<file path="src/rtl/arm7_mem_bus_if.sv">
// -----------------------------------------------------------------------------
// arm7_mem_bus_if
//
// Bus-side stage that sits after the memory unit's alignment/byte-enable logic.
// It takes one load/store request at a time and runs it on a simple req/ack
// external bus. It generates byte lanes and replicated write data, waits out
// bus wait states, and aligns and extends load data the way ARM7TDMI does,
// including the rotated result of a misaligned LDR.
//
// Optional feature (macro MEM_BUS_TIMEOUT_EN):
//   When the macro is defined, a bus cycle that gets no ack within
//   TIMEOUT_CYCLES cycles is aborted. When it is not defined, the block waits
//   for an ack with no limit and TIMEOUT_CYCLES is unused.
//
// Ports:
//   clk, rst_n          core clock; asynchronous active-low reset
//   req_valid/req_ready request handshake (ready only in IDLE)
//   req_addr/size/write/signed/wdata   request fields, registered on accept
//   rsp_valid           one-cycle response pulse, no backpressure
//   rsp_rdata           aligned/extended load data (0 for stores and aborts)
//   rsp_abort           bus error, timeout or illegal size (only with rsp_valid)
//   bus_req/addr/we/be/wdata  external bus outputs, all 0 outside a bus cycle
//   bus_ack/err/rdata   external bus inputs
// -----------------------------------------------------------------------------
module arm7_mem_bus_if #(
    parameter int TIMEOUT_CYCLES = 16
) (
    input  logic        clk,
    input  logic        rst_n,
    input  logic        req_valid,
    output logic        req_ready,
    input  logic [31:0] req_addr,
    input  logic [1:0]  req_size,
    input  logic        req_write,
    input  logic        req_signed,
    input  logic [31:0] req_wdata,
    output logic        rsp_valid,
    output logic [31:0] rsp_rdata,
    output logic        rsp_abort,
    output logic        bus_req,
    output logic [31:0] bus_addr,
    output logic        bus_we,
    output logic [3:0]  bus_be,
    output logic [31:0] bus_wdata,
    input  logic        bus_ack,
    input  logic        bus_err,
    input  logic [31:0] bus_rdata
);

    typedef enum logic [1:0] {
        IDLE = 2'd0,
        BUS  = 2'd1,
        RESP = 2'd2
    } state_t;

    state_t state, state_next;

    logic [31:0] addr_q;
    logic [1:0]  size_q;
    logic        write_q;
    logic        signed_q;
    logic [3:0]  be_q;
    logic [31:0] wdata_q;
    logic [31:0] rdata_q;
    logic        abort_q;

    logic        accept;
    logic        illegal;
    logic        tmo_hit;
    logic [3:0]  be_calc;
    logic [31:0] wdata_calc;
    logic [31:0] load_data;

    assign accept  = req_valid && req_ready;
    assign illegal = (req_size == 2'b11);

`ifdef MEM_BUS_TIMEOUT_EN
    localparam int CW = $clog2(TIMEOUT_CYCLES + 1);
    logic [CW-1:0] tmo_cnt;

    // The last allowed cycle is the one where the counter reads TIMEOUT_CYCLES-1;
    // an ack in that same cycle still completes the transfer normally.
    assign tmo_hit = (state == BUS) && !bus_ack && (tmo_cnt == CW'(TIMEOUT_CYCLES - 1));

    always_ff @(posedge clk or negedge rst_n) begin
        if (!rst_n) begin
            tmo_cnt <= '0;
        end else if (accept) begin
            tmo_cnt <= '0;
        end else if (state == BUS) begin
            tmo_cnt <= tmo_cnt + 1'b1;
        end
    end
`else
    assign tmo_hit = 1'b0;
`endif

    // ---------------- FSM ----------------
    // NOTE: sequential state uses non-blocking assignments so every register
    // samples pre-edge values, independent of statement order.
    always_ff @(posedge clk or negedge rst_n) begin
        if (!rst_n) state <= IDLE;
        else        state <= state_next;
    end

    // NOTE: every always_comb output is given a default first so no path can
    // leave it unassigned and infer a latch.
    always_comb begin
        state_next = state;
        unique case (state)
            IDLE: if (accept) state_next = illegal ? RESP : BUS;
            BUS:  if (bus_ack || tmo_hit) state_next = RESP;
            RESP: state_next = IDLE;
            default: state_next = IDLE;
        endcase
    end

    // ---------------- Request-side lane generation ----------------
    always_comb begin
        be_calc    = 4'b0000;
        wdata_calc = req_wdata;
        case (req_size)
            2'b00: begin
                be_calc    = 4'b0001 << req_addr[1:0];
                wdata_calc = {4{req_wdata[7:0]}};
            end
            2'b01: begin
                be_calc    = req_addr[1] ? 4'b1100 : 4'b0011;
                wdata_calc = {2{req_wdata[15:0]}};
            end
            2'b10: begin
                be_calc    = 4'b1111;
                wdata_calc = req_wdata;
            end
            default: begin
                be_calc    = 4'b0000;
                wdata_calc = '0;
            end
        endcase
    end

    // ---------------- Load alignment / extension ----------------
    always_comb begin
        logic [7:0]  byte_v;
        logic [15:0] half_v;
        byte_v    = bus_rdata[{addr_q[1:0], 3'b000} +: 8];
        half_v    = addr_q[1] ? bus_rdata[31:16] : bus_rdata[15:0];
        load_data = bus_rdata;
        case (size_q)
            2'b00:   load_data = {{24{signed_q & byte_v[7]}}, byte_v};
            2'b01:   load_data = {{16{signed_q & half_v[15]}}, half_v};
            default: begin
                // Misaligned LDR returns the addressed word rotated right by 8*addr[1:0].
                case (addr_q[1:0])
                    2'd0:    load_data = bus_rdata;
                    2'd1:    load_data = {bus_rdata[7:0],  bus_rdata[31:8]};
                    2'd2:    load_data = {bus_rdata[15:0], bus_rdata[31:16]};
                    default: load_data = {bus_rdata[23:0], bus_rdata[31:24]};
                endcase
            end
        endcase
    end

    // ---------------- Datapath registers ----------------
    always_ff @(posedge clk or negedge rst_n) begin
        if (!rst_n) begin
            addr_q   <= '0;
            size_q   <= '0;
            write_q  <= 1'b0;
            signed_q <= 1'b0;
            be_q     <= '0;
            wdata_q  <= '0;
            rdata_q  <= '0;
            abort_q  <= 1'b0;
        end else if (accept) begin
            addr_q   <= req_addr;
            size_q   <= req_size;
            write_q  <= req_write;
            signed_q <= req_signed;
            be_q     <= be_calc;
            wdata_q  <= wdata_calc;
            rdata_q  <= '0;
            abort_q  <= illegal;
        end else if (state == BUS) begin
            if (bus_ack) begin
                rdata_q <= (write_q || bus_err) ? 32'd0 : load_data;
                abort_q <= bus_err;
            end else if (tmo_hit) begin
                rdata_q <= '0;
                abort_q <= 1'b1;
            end
        end
    end

    // ---------------- Outputs ----------------
    // Bus and response outputs are gated by state so they read 0 outside
    // their active cycles, including immediately on reset.
    assign req_ready = (state == IDLE);
    assign bus_req   = (state == BUS);
    assign bus_addr  = bus_req ? {addr_q[31:2], 2'b00} : 32'd0;
    assign bus_we    = bus_req & write_q;
    assign bus_be    = bus_req ? be_q : 4'b0000;
    assign bus_wdata = bus_req ? wdata_q : 32'd0;
    assign rsp_valid = (state == RESP);
    assign rsp_rdata = rsp_valid ? rdata_q : 32'd0;
    assign rsp_abort = rsp_valid & abort_q;

endmodule
</file>
<file path="config.mk">
export PLATFORM = sky130hd
export DESIGN_NAME = arm7_mem_bus_if
export DESIGN_NICKNAME = d
export VERILOG_FILES = /design/src/rtl/arm7_mem_bus_if.sv
export SDC_FILE = /design/constraint.sdc
export NUM_CORES = 1
export LEC_CHECK = 0
export BUFFER_PORTS_ARGS = -buffer_cell sky130_fd_sc_hd__buf_2
export CAP_MARGIN = 20
export CORE_ASPECT_RATIO = 0.5
export CORE_MARGIN = 5
export CORE_UTILIZATION = 40
export DETAILED_ROUTE_END_ITERATION = 16
export GPL_TIMING_DRIVEN = 1
export PLACE_DENSITY_LB_ADDON = 0.12
export REMOVE_ABC_BUFFERS = 1
export SYNTH_ARGS = -nofsm -noshare
export SYNTH_HDL_FRONTEND = slang
export SYNTH_SLANG_ARGS = --single-unit
</file>
<file path="constraint.sdc">
create_clock -name clk -period 3.41 [get_ports clk]
set_clock_uncertainty 0.1 [all_clocks]
set_input_delay 0.5115 -clock clk [delete_from_list [all_inputs] [get_ports clk]]
set_output_delay 0.5115 -clock clk [all_outputs]
set_load 0.05 [all_outputs]
</file>
==> out/metrics.csv <==
stage;metric;value;unit
run_status;result of the run;finished clean;
timing;slew of the pin with the lowest slew margin;843;ps
timing;setup repair after global routing missed its margin;no;
timing;final number of max-transition violations;0;
timing;number of hold-slack violations in the final timing report;0;
final_layout;layout cells sized above 1;33.8;%
final_layout;Layout Cell Area excl Fill;0.00749;mm2
logic_synthesis;Yosys warning count;0;
setup_path;critical path capture point;bus_wdata[1];
setup_path;Crit path max-delay family;simple AND/OR/NAND/NOR gates;
clock_network;register clock-pin slew on the reported worst setup and hold paths;80;ps
detailed_routing;routed vias;5097;
die;die area;0.0177;mm2
global_routing;initial antenna violation count;0;
final_layout;final-stage net count;925;
detailed_routing;DRC errors left;0;
flow_run;number of maximum-capacitance constraint violations;0;
timing;setup slack after layout;784;ps
die;cell row count;31;
global_routing;number of global-route vias before repair;5037;
timing;clock period minus final worst setup slack;2630;ps
placed_design;worst setup timing slack at the placement stage;1090;ps
logic_synthesis;number of library cell types mapped by synthesis;42;
placed_design;instance area at placement;0.00719;mm2
logic_synthesis;sequential cell area fraction in the yosys report;44.6;%
clock_network;total clock sinks;107;
logic_synthesis;area share of the largest cell type after synthesis;44.6;%
logic_synthesis;syn avg cell area;9.42;um2
clock_network;TritonCTS clock tree;built;
clock_network;Hold-fix buffers, CTS;0;
logic_synthesis;Async S/R FF share, synth;100;%
detailed_routing;final routed wirelength across all metal layers;16.3;mm
clock_network;cells resized by post-CTS repair;0;
setup_path;R2R Path Start;addr_q[1]$_DFFE_PN0P_;
clock_network;number of buffers added by the clock tree synthesis step;9;
setup_path;stage delay of the slowest cell on the critical path;570;ps
clock_network;htree depth;3;
setup_path;Worst path slowest cell;and2b_2;
clock_network;Clk Latency, worst-skew pair;330;ps
logic_synthesis;Cells after Synth;637;
timing;final critical-path share of the clock period;77.0;%
setup_path;endpoint of the worst register-to-register path;rdata_q[30]$_DFFE_PN0P_;
min_path;hold crit path type;primary input to async pin;
power_and_ir_drop;VDD IR-drop max;0.318;mV
logic_synthesis;top post-synthesis cells by count;163 x nand2_1, 107 x dfrtp_1, 100 x and2_1;
setup_path;critical path startpoint category;flip-flop;
setup_path;worst-path cell chain;and2b_2 > buf_12 > and2_1 > buf_2;
detailed_routing;Vias/cell;4.98;
timing;final-layout setup total negative slack;0;ps
detailed_routing;detailed router's first-iteration violation count;198;
timing;upper clock frequency limit;381;MHz
clock_network;CTS max path bufs;2;
placed_design;final weighted congestion in routability-driven placement;0.774;
setup_path;required time worst endpoint;2800;ps
setup_path;number of buffer and inverter stages on the critical path;2;
global_routing;maximum number of pins on one net before global-route repair;63;
setup_path;nature of the critical path endpoint;output pin;
logic_synthesis;most used flip-flop cell after synthesis;dfrtp_1;
power_and_ir_drop;power density of the placed cells;692;mW/mm2
setup_path;Max Fanout on Critical Path;39;
power_and_ir_drop;leakage power total;3.93;nW
setup_path;flop2flop setup slack;1180;ps
detailed_routing;WL per Instance;16.0;um
clock_network;number of setup buffers added after CTS;0;
logic_synthesis;post-synthesis instance area;0.00600;mm2
die;height of the die;96.6;um
die;width of the chip;183;um
global_routing;global-route total usage across every layer;18.2;%
setup_path;data arrival time of the critical path;2010;ps
setup_path;cell count along the critical path;4;
setup_path;timing startpoint of the critical path;state[1]$_DFFE_PN0P_;
detailed_routing;Initial DRT Pass Iterations;4;
die;core area;0.0146;mm2
setup_path;Setup Crit Path Kind;flip-flop to output pin;
logic_synthesis;ranking of synthesized cells by area;dfrtp_1 45%, and2_1 10%, nand2_1 10%, mux4_2 10%, a21oi_1 3.1%;
die;effective utilization at floorplan;41.2;%
logic_synthesis;leading area contributor after synthesis;dfrtp_1;
logic_synthesis;Yosys reg bits;107;
timing;Setup Viol. Count Final;0;
detailed_routing;count of nets left with antenna violations after detail routing;0;
placed_design;post-detail-place hpwl;11.3;mm
timing;Relative slew margins;43.6;%
final_layout;growth of design area from synthesis to finish;24.8;%
logic_synthesis;cell with the most instances after synthesis;nand2_1;
global_routing;overall overflow remaining after global route;0;
global_routing;wire length of the first global-routing pass;26.3;mm
placed_design;total of buffers placed on input and output ports;207;
clock_network;buffer cell driving the clock tree root;clkbuf_16;
final_layout;Antenna Cells;0;
die;I/O pin total;210;
logic_synthesis;EDFF count, synth;0;
setup_path;worst reg-to-reg path cell count;5;
-- worst reg2reg max path: stages (launching register included) --
cell and delay [ps]:
dfrtp_2 720, mux2i_1 490, mux2i_1 140, nand4_1 360
buf_4 250, nand2_1 60
-- how the worst min path moves through the flow --
| stage | from | to | slack (ps) | cells after the start |
|---|---|---|---|---|
| final | rst_n | addr_q[12]$_DFFE_PN0P_ | 120 | 1 |
| after global routing | rst_n | addr_q[12]$_DFFE_PN0P_ | 190 | 1 |
| after CTS | rst_n | addr_q[12]$_DFFE_PN0P_ | 160 | 1 |
| after detailed placement | wdata_q[1]$_DFFE_PN0P_ | wdata_q[1]$_DFFE_PN0P_ | 350 | 2 |
| after global placement | wdata_q[1]$_DFFE_PN0P_ | wdata_q[1]$_DFFE_PN0P_ | 350 | 2 |
| after floorplan | rst_n | abort_q$_DFFE_PN0P_ | 120 | 0 |
-- per-layer routing --
metal	track usage (%)	part of all wire, %	vias up
li1	-	-	2527
met1	24.1	45	2403
met2	30.3	48	161
met3	4.95	6.6	6
met4	3.20	0.59	0
met5	0	0	-
-- power by group --
group	switching, mW	internal [mW]	leakage (nW)
clock	0.485	0.577	0.140
sequential	0.264	1.65	1.37
combinational	1.43	0.773	2.42
-- cell usage in the layout (no fill, tap or decap), types with 8 or more instances in the layout --
cell type	Yosys	layout
nor2_1	18	18
nor2b_1	18	16
buf_4	3	12
buf_2	16	206
nand2_1	163	162
a21oi_1	37	37
mux2i_1	15	15
dfrtp_1	107	106
and2_1	100	100
o21ai_1	28	28
a22o_1	8	8
mux4_2	27	27
clkbuf_16	0	9
nand3_1	8	8
a22oi_1	18	18
-- stage by stage --
| stage | utilization, % | hold WS (ps) | total power, mW | cells |
|---|---|---|---|---|
| 6_report | 51.4 | 118 | 5.18 | 1023 |
| 3_3_place_gp | 49.3 | 347 | 4.14 | 1007 |
| 3_5_place_dp | 49.3 | 353 | 4.18 | 1007 |
| 5_1_grt | 51.4 | 191 | 5.53 | 1023 |
| 2_1_floorplan | - | 116 | 3.56 | 589 |
| 4_1_cts | 51.4 | 161 | 5.26 | 1023 |
-- cells by family after synthesis --
| logic type | share of synthesized area [%] |
|---|---|
| compound gates | 11.9 |
| buf+inv | 4.17 |
| flops | 44.6 |
| mux | 13.1 |
| other cells | 0.0625 |
| simple gates | 26.2 |
-- sequential cells by signal (all words and copies together), names as in the netlist --
name / flops
state: 2
wdata_q: 32
rdata_q: 32
size_q: 2
addr_q: 32
write_q: 1
signed_q: 1
abort_q: 1
be_q: 4
-- area by class of cell --
type,instances,area [um2]
sequential,107,2680
timing repair buffer,220,1160
fill,1453,7090
inverter,3,11.3
clock buffer,10,229
clock inverter,6,71.3
tap,198,248
multi-input combinational,479,3090
No activity file was read; power rests on OpenSTA's default activity.
